### config.mk
export PLATFORM = sky130hd
export DESIGN_NAME = instr_fetch
export DESIGN_NICKNAME = d
export VERILOG_FILES = /design/src/rtl/proc_pkg.sv /design/src/rtl/prog_mem.sv /design/src/rtl/instr_fetch.sv
export SDC_FILE = /design/constraint.sdc
export NUM_CORES = 1
export LEC_CHECK = 0
export BUFFER_PORTS_ARGS = -buffer_cell sky130_fd_sc_hd__buf_4
export CORE_MARGIN = 2
export CORE_UTILIZATION = 40
export DETAILED_ROUTE_END_ITERATION = 12
export PLACE_DENSITY = 0.58
export SETUP_SLACK_MARGIN = 0.05
export SYNTH_ARGS = -nofsm -noshare
export SYNTH_HDL_FRONTEND = slang
export SYNTH_SLANG_ARGS = --single-unit
### constraint.sdc
create_clock -name clk -period 2 [get_ports clk]
set_input_delay 0.3 -clock clk [delete_from_list [all_inputs] [get_ports clk]]
set_output_delay 0.3 -clock clk [all_outputs]
set_load 0.01 [all_outputs]
### src/rtl/proc_pkg.sv
// Shared definitions for the fetch stage feeding the 4-bit Control core.
package proc_pkg;

  localparam int OPC_W  = 4;               // opcode width (core instr)
  localparam int OPND_W = 4;               // operand width (core portin)
  localparam int WORD_W = OPND_W + OPC_W;  // packed program word

  // Program word field positions: [7:4] operand, [3:0] opcode
  localparam int OPC_LSB  = 0;
  localparam int OPND_LSB = OPC_W;

  localparam logic [OPC_W-1:0] HALT_OP_DEF = 4'b1111;
  localparam logic [OPC_W-1:0] NOP_OP_DEF  = 4'b0000;

  typedef enum logic [1:0] {
    IDLE = 2'd0,
    RUN  = 2'd1,
    DONE = 2'd2
  } fetch_state_e;

  typedef struct packed {
    logic [OPND_W-1:0] operand;
    logic [OPC_W-1:0]  opcode;
  } prog_word_t;

endpackage

### src/rtl/prog_mem.sv
// Program store: DEPTH x WORD_W, synchronous write, asynchronous read.
// Contents are deliberately not reset so a program survives rst.
module prog_mem
  import proc_pkg::*;
#(
  parameter int ADDR_W = 4,
  parameter int DEPTH  = 16
) (
  input  logic              clk,
  input  logic              we_i,
  input  logic [ADDR_W-1:0] waddr_i,
  input  logic [WORD_W-1:0] wdata_i,
  input  logic [ADDR_W-1:0] raddr_i,
  output logic [WORD_W-1:0] rdata_o
);

  logic [WORD_W-1:0] mem_q [DEPTH];

  // Write port
  always_ff @(posedge clk) begin
    if (we_i) mem_q[waddr_i] <= wdata_i;
  end

  assign rdata_o = mem_q[raddr_i];

endmodule

### src/rtl/instr_fetch.sv
// Autonomous fetch stage: issues one program word per clock to the core,
// honours core jumps, stall back-pressure, halt opcode and end of memory.
// DEPTH must equal 2**ADDR_W so that pc arithmetic wraps naturally.
module instr_fetch
  import proc_pkg::*;
#(
  parameter int               ADDR_W  = 4,
  parameter int               DEPTH   = 16,
  parameter logic [OPC_W-1:0] HALT_OP = HALT_OP_DEF,
  parameter logic [OPC_W-1:0] NOP_OP  = NOP_OP_DEF
) (
  input  logic              clk,
  input  logic              rst,
  input  logic              ld_en,
  input  logic [ADDR_W-1:0] ld_addr,
  input  logic [WORD_W-1:0] ld_data,
  input  logic              start,
  input  logic              stall,
  input  logic              jmp_en,
  input  logic [ADDR_W-1:0] jmp_addr,
  output logic [OPC_W-1:0]  instr,
  output logic [OPND_W-1:0] portin,
  output logic              valid,
  output logic [ADDR_W-1:0] pc,
  output logic              busy,
  output logic              done
);

  localparam logic [ADDR_W-1:0] LAST_ADDR = ADDR_W'(DEPTH - 1);

  fetch_state_e      state_q, state_d;
  logic [ADDR_W-1:0] pc_q, pc_d;
  logic [OPC_W-1:0]  instr_q, instr_d;
  logic [OPND_W-1:0] portin_q, portin_d;
  logic              valid_q, valid_d;
  // Set when the word currently issued came from the last address
  logic              last_q, last_d;

  logic              idle_or_done;
  logic              mem_we;
  logic              do_start;
  logic              run_adv;
  logic              at_end;
  logic              do_jump;
  logic [ADDR_W-1:0] rd_addr;
  logic [WORD_W-1:0] mem_rdata;
  prog_word_t        fetch_word;

  assign idle_or_done = (state_q != RUN);
  assign mem_we       = ld_en & idle_or_done & ~rst;
  assign do_start     = start & idle_or_done;
  assign run_adv      = (state_q == RUN) & ~stall;
  // Halt word or end of memory consumes the next unstalled edge; this beats
  // any jump the core requests on that edge.
  assign at_end       = (instr_q == HALT_OP) | last_q;
  assign do_jump      = run_adv & ~at_end & jmp_en;

  assign rd_addr = do_start ? '0 : (do_jump ? jmp_addr : pc_q);

  prog_mem #(
    .ADDR_W (ADDR_W),
    .DEPTH  (DEPTH)
  ) u_mem (
    .clk     (clk),
    .we_i    (mem_we),
    .waddr_i (ld_addr),
    .wdata_i (ld_data),
    .raddr_i (rd_addr),
    .rdata_o (mem_rdata)
  );

  // Write-first bypass: a load and start in the same cycle issue the new word
  assign fetch_word = (mem_we && (ld_addr == rd_addr)) ? prog_word_t'(ld_data)
                                                        : prog_word_t'(mem_rdata);

  // State and datapath registers
  always_ff @(posedge clk) begin
    if (rst) begin
      state_q  <= IDLE;
      pc_q     <= '0;
      instr_q  <= NOP_OP;
      portin_q <= '0;
      valid_q  <= 1'b0;
      last_q   <= 1'b0;
    end else begin
      state_q  <= state_d;
      pc_q     <= pc_d;
      instr_q  <= instr_d;
      portin_q <= portin_d;
      valid_q  <= valid_d;
      last_q   <= last_d;
    end
  end

  // Next-state logic
  always_comb begin
    state_d = state_q;
    unique case (state_q)
      IDLE, DONE: if (do_start) state_d = RUN;
      RUN:        if (run_adv && at_end) state_d = DONE;
      default:    state_d = IDLE;
    endcase
  end

  // Datapath next values: issue a word, retire on halt/end, or hold
  always_comb begin
    pc_d     = pc_q;
    instr_d  = instr_q;
    portin_d = portin_q;
    valid_d  = valid_q;
    last_d   = last_q;
    if (do_start || (run_adv && !at_end)) begin
      instr_d  = fetch_word.opcode;
      portin_d = fetch_word.operand;
      valid_d  = 1'b1;
      pc_d     = rd_addr + ADDR_W'(1);
      last_d   = (rd_addr == LAST_ADDR);
    end else if (run_adv && at_end) begin
      instr_d = NOP_OP;
      valid_d = 1'b0;
      last_d  = 1'b0;
    end
  end

  assign instr  = instr_q;
  assign portin = portin_q;
  assign valid  = valid_q;
  assign pc     = pc_q;
  assign busy   = (state_q == RUN);
  assign done   = (state_q == DONE);

endmodule

# Word-level counts from Yosys, hierarchy flattened
# Memories as Yosys holds them, arrays and structs flattened.
# Cells that the tools add are included.
# word_totals
reg_bits,16
ramBits,128
inputBits,22
out_inout_bits,15
elab_cells,48
mem_count,1
# op_classes
add_sub_neg,1
eq_ne,8
muxes,13
bitwise_logic,10
reduce_logical,9
# memory_table
name,depth,width,rd,rd_ports_with_merged_regs,write_ports,line,text
u_mem.mem_q,16,8,1,0,1,prog_mem.sv:17,logic [WORD_W-1:0] mem_q [DEPTH];
# op_table
operator,n
$mux W4,4
$eq A4 B4 Y1 const B,2
$mux W8,1
$and A1 B1 Y1,6
$mux W1,5
$add A4 B1 Y4 const B,1
$eq A4 B4 Y1,1
$mux W2,2
$ne A2 B1 Y1 const B,2
$pmux W2 S2,1
$logic_and A1 B1 Y1,3
$not A1 Y1,3
$eq A2 B1 Y1 const B,1
$eq A2 B2 Y1 const B,1
$logic_not A2 Y1,1
$ne A2 B2 Y1 const B,1
$reduce_and A2 Y1,1
$reduce_bool A2 Y1,1
$reduce_or A2 Y1,1
$logic_not A1 Y1,1
$logic_or A1 B1 Y1,1
$or A1 B1 Y1,1

# Longest topological paths before layout
# Gate-level depths: netlist of the first run.
# depth
word_depth,11
mapped_depth,9
mapped_depth_nobuf,8

# By module
# From an unflattened synthesis of the first run, not the netlist that was laid out.
# unflattened
cells_unflattened,346
area_unflattened_um2,6012.0
# by_module_without_submodules
module,instances,cells_per_inst,area_per_inst_um2,seq_area_each_um2
prog_mem,1,221,4987.3,3843.7
instr_fetch,1,125,1024.7,320.3

# Least setup slack after synthesis of the first run
# Ideal clock, no wire load.
# synth_path
kind,reg-to-reg
startpoint,reg instr_q[0] (netlist: instr[0])
endpoint,reg instr_q[0] (netlist: instr[0])
setup_time_ns,0.129
arrival_time_ns,2.106
required_ns,1.871
slack_ns,-0.235
path_stages_with_launch,9
n_path_buf,1
synth_period_minus_slack_ns,2.235
path_cell_list,dfxtp_1 -> a41oi_4 -> and3_1 -> buf_4 -> mux2i_1 -> nor2_1 -> or4_1 -> o211ai_1 -> o211ai_2
# synth_via
elab_chain_len,11
word_cells_on_any_way,17
cone_classes,eq/ne (2); mux (4); bitwise (4); reduce/logical (6); memory (1)
# synth_lines
element,line,text
start: declaration,instr_fetch.sv:33,"logic [OPC_W-1:0] instr_q, instr_d;"
start signal: assignment,instr_fetch.sv:88,instr_q <= instr_d;
$eq A4 B4 Y1 *,instr_fetch.sv:55,assign at_end = (instr_q == HALT_OP) | last_q;
$or A1 B1 Y1 *,instr_fetch.sv:55,
branches (longest 9 deep; another with $mem_v2 Z16 W8),-,
# Mark *: on every way between the ends.
# A chain may end at the register's enable or synchronous reset.

# Worst setup path after layout of the first run
# layout_path
startpoint,reg state_q[1]
endpoint,reg instr_q[2] (netlist: instr[2])
# layout_via
elab_chain_len,10
word_cells_on_any_way,19
cone_classes,eq/ne (3); mux (4); bitwise (6); reduce/logical (5); memory (1)
# layout_lines
element,line,text
start: declaration,instr_fetch.sv:31,"fetch_state_e state_q, state_d;"
start signal: assignment,instr_fetch.sv:86,state_q <= state_d;
branches (longest 10 deep; another with $mem_v2 Z16 W8),-,
# Several ways; the timed one is not identified.

==> flow_summary_export.csv, run 1 <==
group,metric,value,unit
grt,grt_max_degree,25,
grt,grt_use_total,0.214,
place,gp_congestion,0.863,
synth,syn-cell-area,6100,µm²
layout,multi_input_area,2030,µm²
synth,ys.flop_type,"edfxtp_1",
floorplan,die_w,127,µm
power,p_switching,1.78,mW
clock_tree,cts_buffers,17,
worst_hold_path,min_from,"ld_data[0]",
layout,seq_area,4170,µm²
place,io_buffers,36,
run_status,violations,"negative setup slack",
floorplan,rows,45,
clock_tree,root_buffer,"clkbuf_16",
critical_path,r2r_setup_slack,-0.37,ns
power,power_leakage,3.02,nW
power,power_per_cell_area,891,nW/µm²
clock_tree,htreeDepth,4,
clock_tree,clock_sink_count,144,
place,place_ws,-0.435,ns
critical_path,cp_max_fo,7,
layout,stdcell_count,745,
route,wl_per_cell,22.8,µm
clock_tree,clock_latency,0.43,ns
route,drt_first_iter_violations,323,
synth,yosysTopAreaCell,"edfxtp_1",
sta,rsz0062_at_grt,"true",
power,ir_drop,0.615,mV
place,placed_cells,698,
sta,relSlewSlack,0.508,
worst_hold_path,hold_path.class,"primary input to flip-flop",
power,p_int,5.59,mW
synth,seq_area_frac_synth,0.683,
layout,final_common_cell,"edfxtp_1",
sta,setup_ws,-0.371,ns
worst_hold_path,hold_depth,1,
floorplan,die-area,16200,µm²
layout,fin_util,0.550,
power,pwr-share-clk,0.414,
route,viasPerCell,5.65,
critical_path,worstPathArrival,2.67,ns
power,p_sw_frac,0.241,
critical_path,r2r_end,"instr[2]",
route,vias,4206,
grt,grt_pass1_vias,4150,
clock_tree,cts_tree,"done",
sta,fin_crit,2.37,ns
place,dp_hpwl,11300,µm
route,drtPass1Iterations,5,
grt,grt-ovfl-total,0,
run_status,outcome,"finished, violations left",
sta,finalSetupViolCount,12,
synth,synth_cells,410,
critical_path,reg2reg_from,"state_q[1]",
critical_path,slowest_delay,0.51,ns
sta,whs,0.215,ns
floorplan,core_area,15000,µm²
critical_path,reg2reg_depth,9,
power,power_frac_seq,0.455,
route,ant_nets,0,
layout,fin_nets,566,
sta,period_share,1.19,
layout,drive_gt1_frac,0.411,
sta,fmax,422,MHz
synth,yosysUniqueCellTypes,56,
power,comb_power_share,0.131,
layout,synthToLayoutAreaGrowth,35.6,%
layout,diodes,0,
synth,netlist_top_cells_area,"edfxtp_1, dfxtp_1, mux2i_1, mux4_2, nand2_1",
synth,syn_area_per_cell,14.9,µm²
sta,clock_skew,0.00569,ns
critical_path,setup.worst_path.end_class,"flip-flop",
synth,netlist.area_leader.share,0.631,
sta,worst_slew_pin_slew,0.730,ns
sta,drv_slew,0,
synth,ys_ff_latch,144,
floorplan,start_util,0.405,
sta,hold_viol,0,
layout,num-fill-cells,1216,
critical_path,slowest_stage,"mux4_2",
worst_hold_path,holdPathEnd,"u_mem.mem_q[0][0]",
route,finalWirelength,17000,µm
critical_path,cpMostUsedCell,"buf_6",
critical_path,cp_cell_sequence,"buf_6 > nor3b_4 > buf_6 > nand3_4 > mux2i_4 > buf_12 > mux4_2 > mux2i_2 > o211ai_1",
critical_path,worstPathRequired,2.30,ns
synth,yosys_warnings,0,
grt,antenna_found_initial,0,
floorplan,fp.dieH,127,µm
run,cap_violations,0,
synth,async_reset_ff_frac,0,
route,drc_errors,0,
layout,layout_common_cells,"edfxtp_1, buf_4, nand2_1, mux2i_1",
synth,synth_edf_count,128,
floorplan,ios,37,
critical_path,criticalPathCategory,"flip-flop to flip-flop",
clock_tree,cts.clk_slew.worst_paths,0.06,ns
clock_tree,cts_buffer_depth,2,
grt,grt_pass1_wl,25000,µm
synth,syn-num-nets,432,
critical_path,start_kind,"flip-flop",
clock_tree,ctsHoldBuffers,0,
synthesized netlist by cell type (3+ instances only):
library cell	count
a21oi_1	22
a22oi_1	15
a32oi_1	11
buf_2	4
clkbuf_1	6
dfxtp_1	16
edfxtp_1	128
inv_1	9
mux2i_1	30
mux4_2	9
nand2_1	39
nand2b_1	6
nand3_1	6
nand3b_1	6
nor2_1	25
nor2b_1	4
nor3_1	10
o211ai_1	14
o21ai_0	3
xnor2_1	3
sequential cells by signal (all words and copies together), names as in the netlist:
name,flops
valid,1
state_q,2
u_mem.mem_q,128
portin,4
last_q,1
pc,4
instr,4
kinds of logic (layout without fill, tap and decap cells):
| kind of cell | count (synthesis) | in the layout | synth area share |
|---|---|---|---|
| DFF | 144 | 144 | 0.683 |
| and+or+nand+nor | 112 | 112 | 0.0942 |
| AOI/OAI and AO/OA | 83 | 83 | 0.105 |
| muxes | 42 | 42 | 0.0905 |
| buffers and inverters | 26 | 173 | 0.0226 |
| xor gates and xnor gates | 3 | 3 | 0.00431 |
metal layers:
| metal | up-vias | wire, µm | track usage |
|---|---|---|---|
| li1 | 1891 | - | - |
| met1 | 2099 | 7050 | 0.276 |
| met2 | 174 | 8150 | 0.337 |
| met3 | 42 | 1120 | 0.0519 |
| met4 | 0 | 677 | 0.111 |
| met5 | - | 0 | 0 |
through the flow:
stage / area, µm² / total power [mW] / setup TNS (ns)
2_1_floorplan: 6170 / 3.82 / -1.10
3_3_place_gp: 7300 / 4.25 / -3.67
3_5_place_dp: 7300 / 4.26 / -3.79
4_1_cts: 8000 / 7.33 / -2.92
5_1_grt: 8270 / 7.57 / -4.28
6_report: 8270 / 7.36 / -2.99
worst max-delay path, delay by kind of cell, from the launching register on:
kind,cells,cell delay (ns)
buffers and inverters,3,0.43
DFF,1,0.32
and+or+nand+nor,2,0.31
muxes,3,1.05
AOI/OAI and AO/OA,1,0.13
what timing repair did:
| item | 4_1_cts | 5_1_grt |
|---|---|---|
| cloned | 1 | 2 |
| pin swaps | 4 | 10 |
| setup endpoints to repair | 25 | 141 |
| buffers inserted | 4 | 8 |
| gates resized for setup | 16 | 33 |
how the worst max path moves through the flow:
stage | start | to | slack (ns) | depth (start not counted)
final | state_q[1] | instr[2] | -0.37 | 9
after detailed placement | state_q[1] | instr[3] | -0.43 | 11
after floorplan | instr[3] | portin[0] | -0.10 | 7
after global routing | state_q[1] | instr[2] | -0.43 | 9
after CTS | state_q[1] | instr[2] | -0.35 | 9
after global placement | state_q[1] | instr[3] | -0.44 | 11
power groups by stage:
| stage | clock network (mW) | logic (mW) | registers, mW |
|---|---|---|---|
| 6_report | 3.05 | 0.964 | 3.35 |
| 4_1_cts | 3.09 | 0.894 | 3.35 |
| 3_3_place_gp | 0 | 0.840 | 3.41 |
| 2_1_floorplan | 0 | 0.390 | 3.43 |
| 5_1_grt | 3.20 | 1.02 | 3.35 |
| 3_5_place_dp | 0 | 0.847 | 3.41 |
cell type report:
type                    instances  area share
multi-input cells             240       0.245
repair buffers                131       0.147
clock inverters                11      0.0130
inverters                      10     0.00454
flip-flops and latches        144       0.505
clock buffers                  21      0.0569
well taps                     188      0.0285
Power figures use the tool's default switching activity.
==> run 2, diff against run 1 <==
--- a/config.mk
+++ b/config.mk
@@ -5,11 +5,12 @@
 export SDC_FILE = /design/constraint.sdc
 export NUM_CORES = 1
 export LEC_CHECK = 0
-export BUFFER_PORTS_ARGS = -buffer_cell sky130_fd_sc_hd__buf_4
 export CORE_MARGIN = 2
 export CORE_UTILIZATION = 40
 export DETAILED_ROUTE_END_ITERATION = 12
-export PLACE_DENSITY = 0.58
+export DONT_BUFFER_PORTS = 1
+export GPL_TIMING_DRIVEN = 0
+export PLACE_DENSITY = 0.56
 export SETUP_SLACK_MARGIN = 0.05
 export SYNTH_ARGS = -nofsm -noshare
 export SYNTH_HDL_FRONTEND = slang
==> run 2 against run 1 <==
The run still ends with negative setup slack left. Clock skew rose by 0.0021 ns. Sequential share of layout area rose by 1.7 points. Critical path depth rose by 1. Total power rose by 0.64%. Worst hold slack got worse by 0.19 ns. First-iteration DRC count rose by 33%. Critical endpoint is now instr[1]. Largest power group unchanged.
==> flow_summary_export.csv, run 2 (same netlist as run 1, synthesis figures left out) <==
group,metric,value,unit
route,drt_first_iter_violations,429,
layout,final_common_cell,"edfxtp_1",
power,pwr-share-clk,0.435,
route,finalWirelength,16900,µm
sta,setup_ws,-0.331,ns
power,ir_drop,0.583,mV
power,power_frac_seq,0.457,
clock_tree,cts.clk_slew.worst_paths,0.06,ns
power,p_sw_frac,0.227,
grt,grt_pass1_vias,3921,
layout,fin_nets,494,
sta,clock_skew,0.00777,ns
grt,antenna_found_initial,3,
layout,largest_reg_flops,128,
critical_path,critPathBufInv,3,
clock_tree,cts_buffer_depth,2,
sta,finalSetupViolCount,12,
worst_hold_path,holdPathEnd,"state_q[0]",
clock_tree,clock_sink_count,144,
worst_hold_path,hold_depth,2,
place,dp_hpwl,10000,µm
run_status,violations,"negative setup slack",
critical_path,worstPathRequired,2.28,ns
power,comb_power_share,0.108,
floorplan,die_w,127,µm
critical_path,reg2reg_depth,10,
grt,grt_use_total,0.212,
sta,relSlewSlack,0.455,
critical_path,worstPathArrival,2.61,ns
critical_path,slowest_delay,0.37,ns
route,ant_nets,0,
layout,regMostFlops,"u_mem.mem_q",
critical_path,cp_max_fo,6,
sta,hold_viol,0,
run,cap_violations,0,
critical_path,criticalPathCategory,"flip-flop to flip-flop",
layout,drive_gt1_frac,0.324,
route,vias,4008,
run_status,outcome,"finished, violations left",
power,p_switching,1.68,mW
critical_path,cp_cell_sequence,"a41oi_4 > nand3_4 > mux2i_4 > buf_12 > clkbuf_16 > buf_12 > a21oi_4 > a22oi_2 > o211ai_1 > o211ai_1",
clock_tree,clock_latency,0.42,ns
floorplan,start_util,0.405,
power,p_int,5.73,mW
worst_hold_path,min_from,"start",
sta,drv_slew,0,
sta,worst_slew_pin_slew,0.817,ns
place,gp_congestion,0.885,
floorplan,ios,37,
worst_hold_path,hold_path.class,"primary input to flip-flop",
layout,layout_common_cells,"edfxtp_1, nand2_1, mux2i_1, clkbuf_16, buf_12",
place,io_buffers,0,
power,power_leakage,2.71,nW
route,viasPerCell,5.93,
clock_tree,htreeDepth,4,
critical_path,setup.worst_path.end_class,"flip-flop",
critical_path,slowest_stage,"dfxtp_4",
sta,fmax,429,MHz
critical_path,r2r_end,"instr[1]",
sta,fin_crit,2.33,ns
power,power_per_cell_area,923,nW/µm²
critical_path,r2r_setup_slack,-0.33,ns
critical_path,reg2reg_from,"instr[2]",
route,drtPass1Iterations,5,
floorplan,core_area,15000,µm²
sta,rsz0062_at_grt,"true",
clock_tree,cts_tree,"done",
grt,grt_pass1_wl,24500,µm
floorplan,die-area,16200,µm²
power,power,7.41,mW
grt,grt_max_degree,17,
route,wl_per_cell,25.1,µm
grt,grt-ovfl-total,0,
clock_tree,root_buffer,"clkbuf_16",
floorplan,rows,45,
critical_path,crit_family,"compound AO/OA/AOI/OAI gates",
layout,fin_util,0.534,
layout,synthToLayoutAreaGrowth,31.8,%
floorplan,fp.dieH,127,µm
sta,period_share,1.17,
route,drc_errors,0,
clock_tree,cts_buffers,17,
critical_path,start_kind,"flip-flop",
run 2: worst reg2reg max path, delay by kind of cell, from the launching register on:
kind | cells | cell delay (ns)
buf+inv | 3 | 0.47
simple gates | 1 | 0.17
mux | 1 | 0.23
flops | 1 | 0.37
compound gates | 5 | 0.94
run 2: metal layers:
metal	track usage	routed length [µm]
met5	0	13
met4	0.118	667
met3	0.0616	1230
met2	0.310	7680
met1	0.285	7350
run 2: power by group through the flow:
stage | clock [mW] | sequential [mW] | combinational (mW)
floorplan | 0 | 3.43 | 0.390
global placement | 0 | 3.44 | 0.527
detailed placement | 0 | 3.44 | 0.530
CTS | 3.24 | 3.39 | 0.684
global route | 3.38 | 3.39 | 0.847
finish | 3.23 | 3.39 | 0.799
run 2: repair_timing:
item,in CTS,in global routing
hold buffers,8,0
buffers inserted,24,8
endpoints found under the setup margin,141,67
pin swaps,20,24
endpoints found under the hold margin,128,0
resized for setup,69,46
gates cloned,0,3
run 2: worst max path at each step:
stage / start / endpoint / cells past startpoint
2_1_floorplan: instr[3] / portin[0] / 7
3_3_place_gp: state_q[1] / instr[1] / 7
3_5_place_dp: state_q[1] / instr[1] / 7
4_1_cts: instr[0] / instr[1] / 7
5_1_grt: instr[3] / instr[1] / 8
6_report: instr[2] / instr[1] / 10
run 2: through the flow:
step	instance area (µm²)	instances	TNS (ns)	hold slack, ns	setup slack, ns
after floorplan	6170	410	-1.10	0.399	-0.103
after global placement	6410	598	-61.09	0.400	-1.17
after detailed placement	6410	598	-62.16	0.400	-1.26
after CTS	7640	662	-2.64	0.0175	-0.356
after global routing	8030	676	-4.67	0.0290	-0.398
final	8030	676	-2.98	0.0274	-0.331
run 2: final cells by class:
cell class | instances | area, µm²
Tap cell | 188 | 235
Clock inverter | 14 | 170
Inverter | 10 | 42.5
Multi-Input combinational cell | 240 | 2190
Clock buffer | 18 | 429
Buffer | 16 | 161
Antenna cell | 3 | 7.51
Sequential cell | 144 | 4190
Fill cell | 1165 | 7000
Timing Repair Buffer | 43 | 613
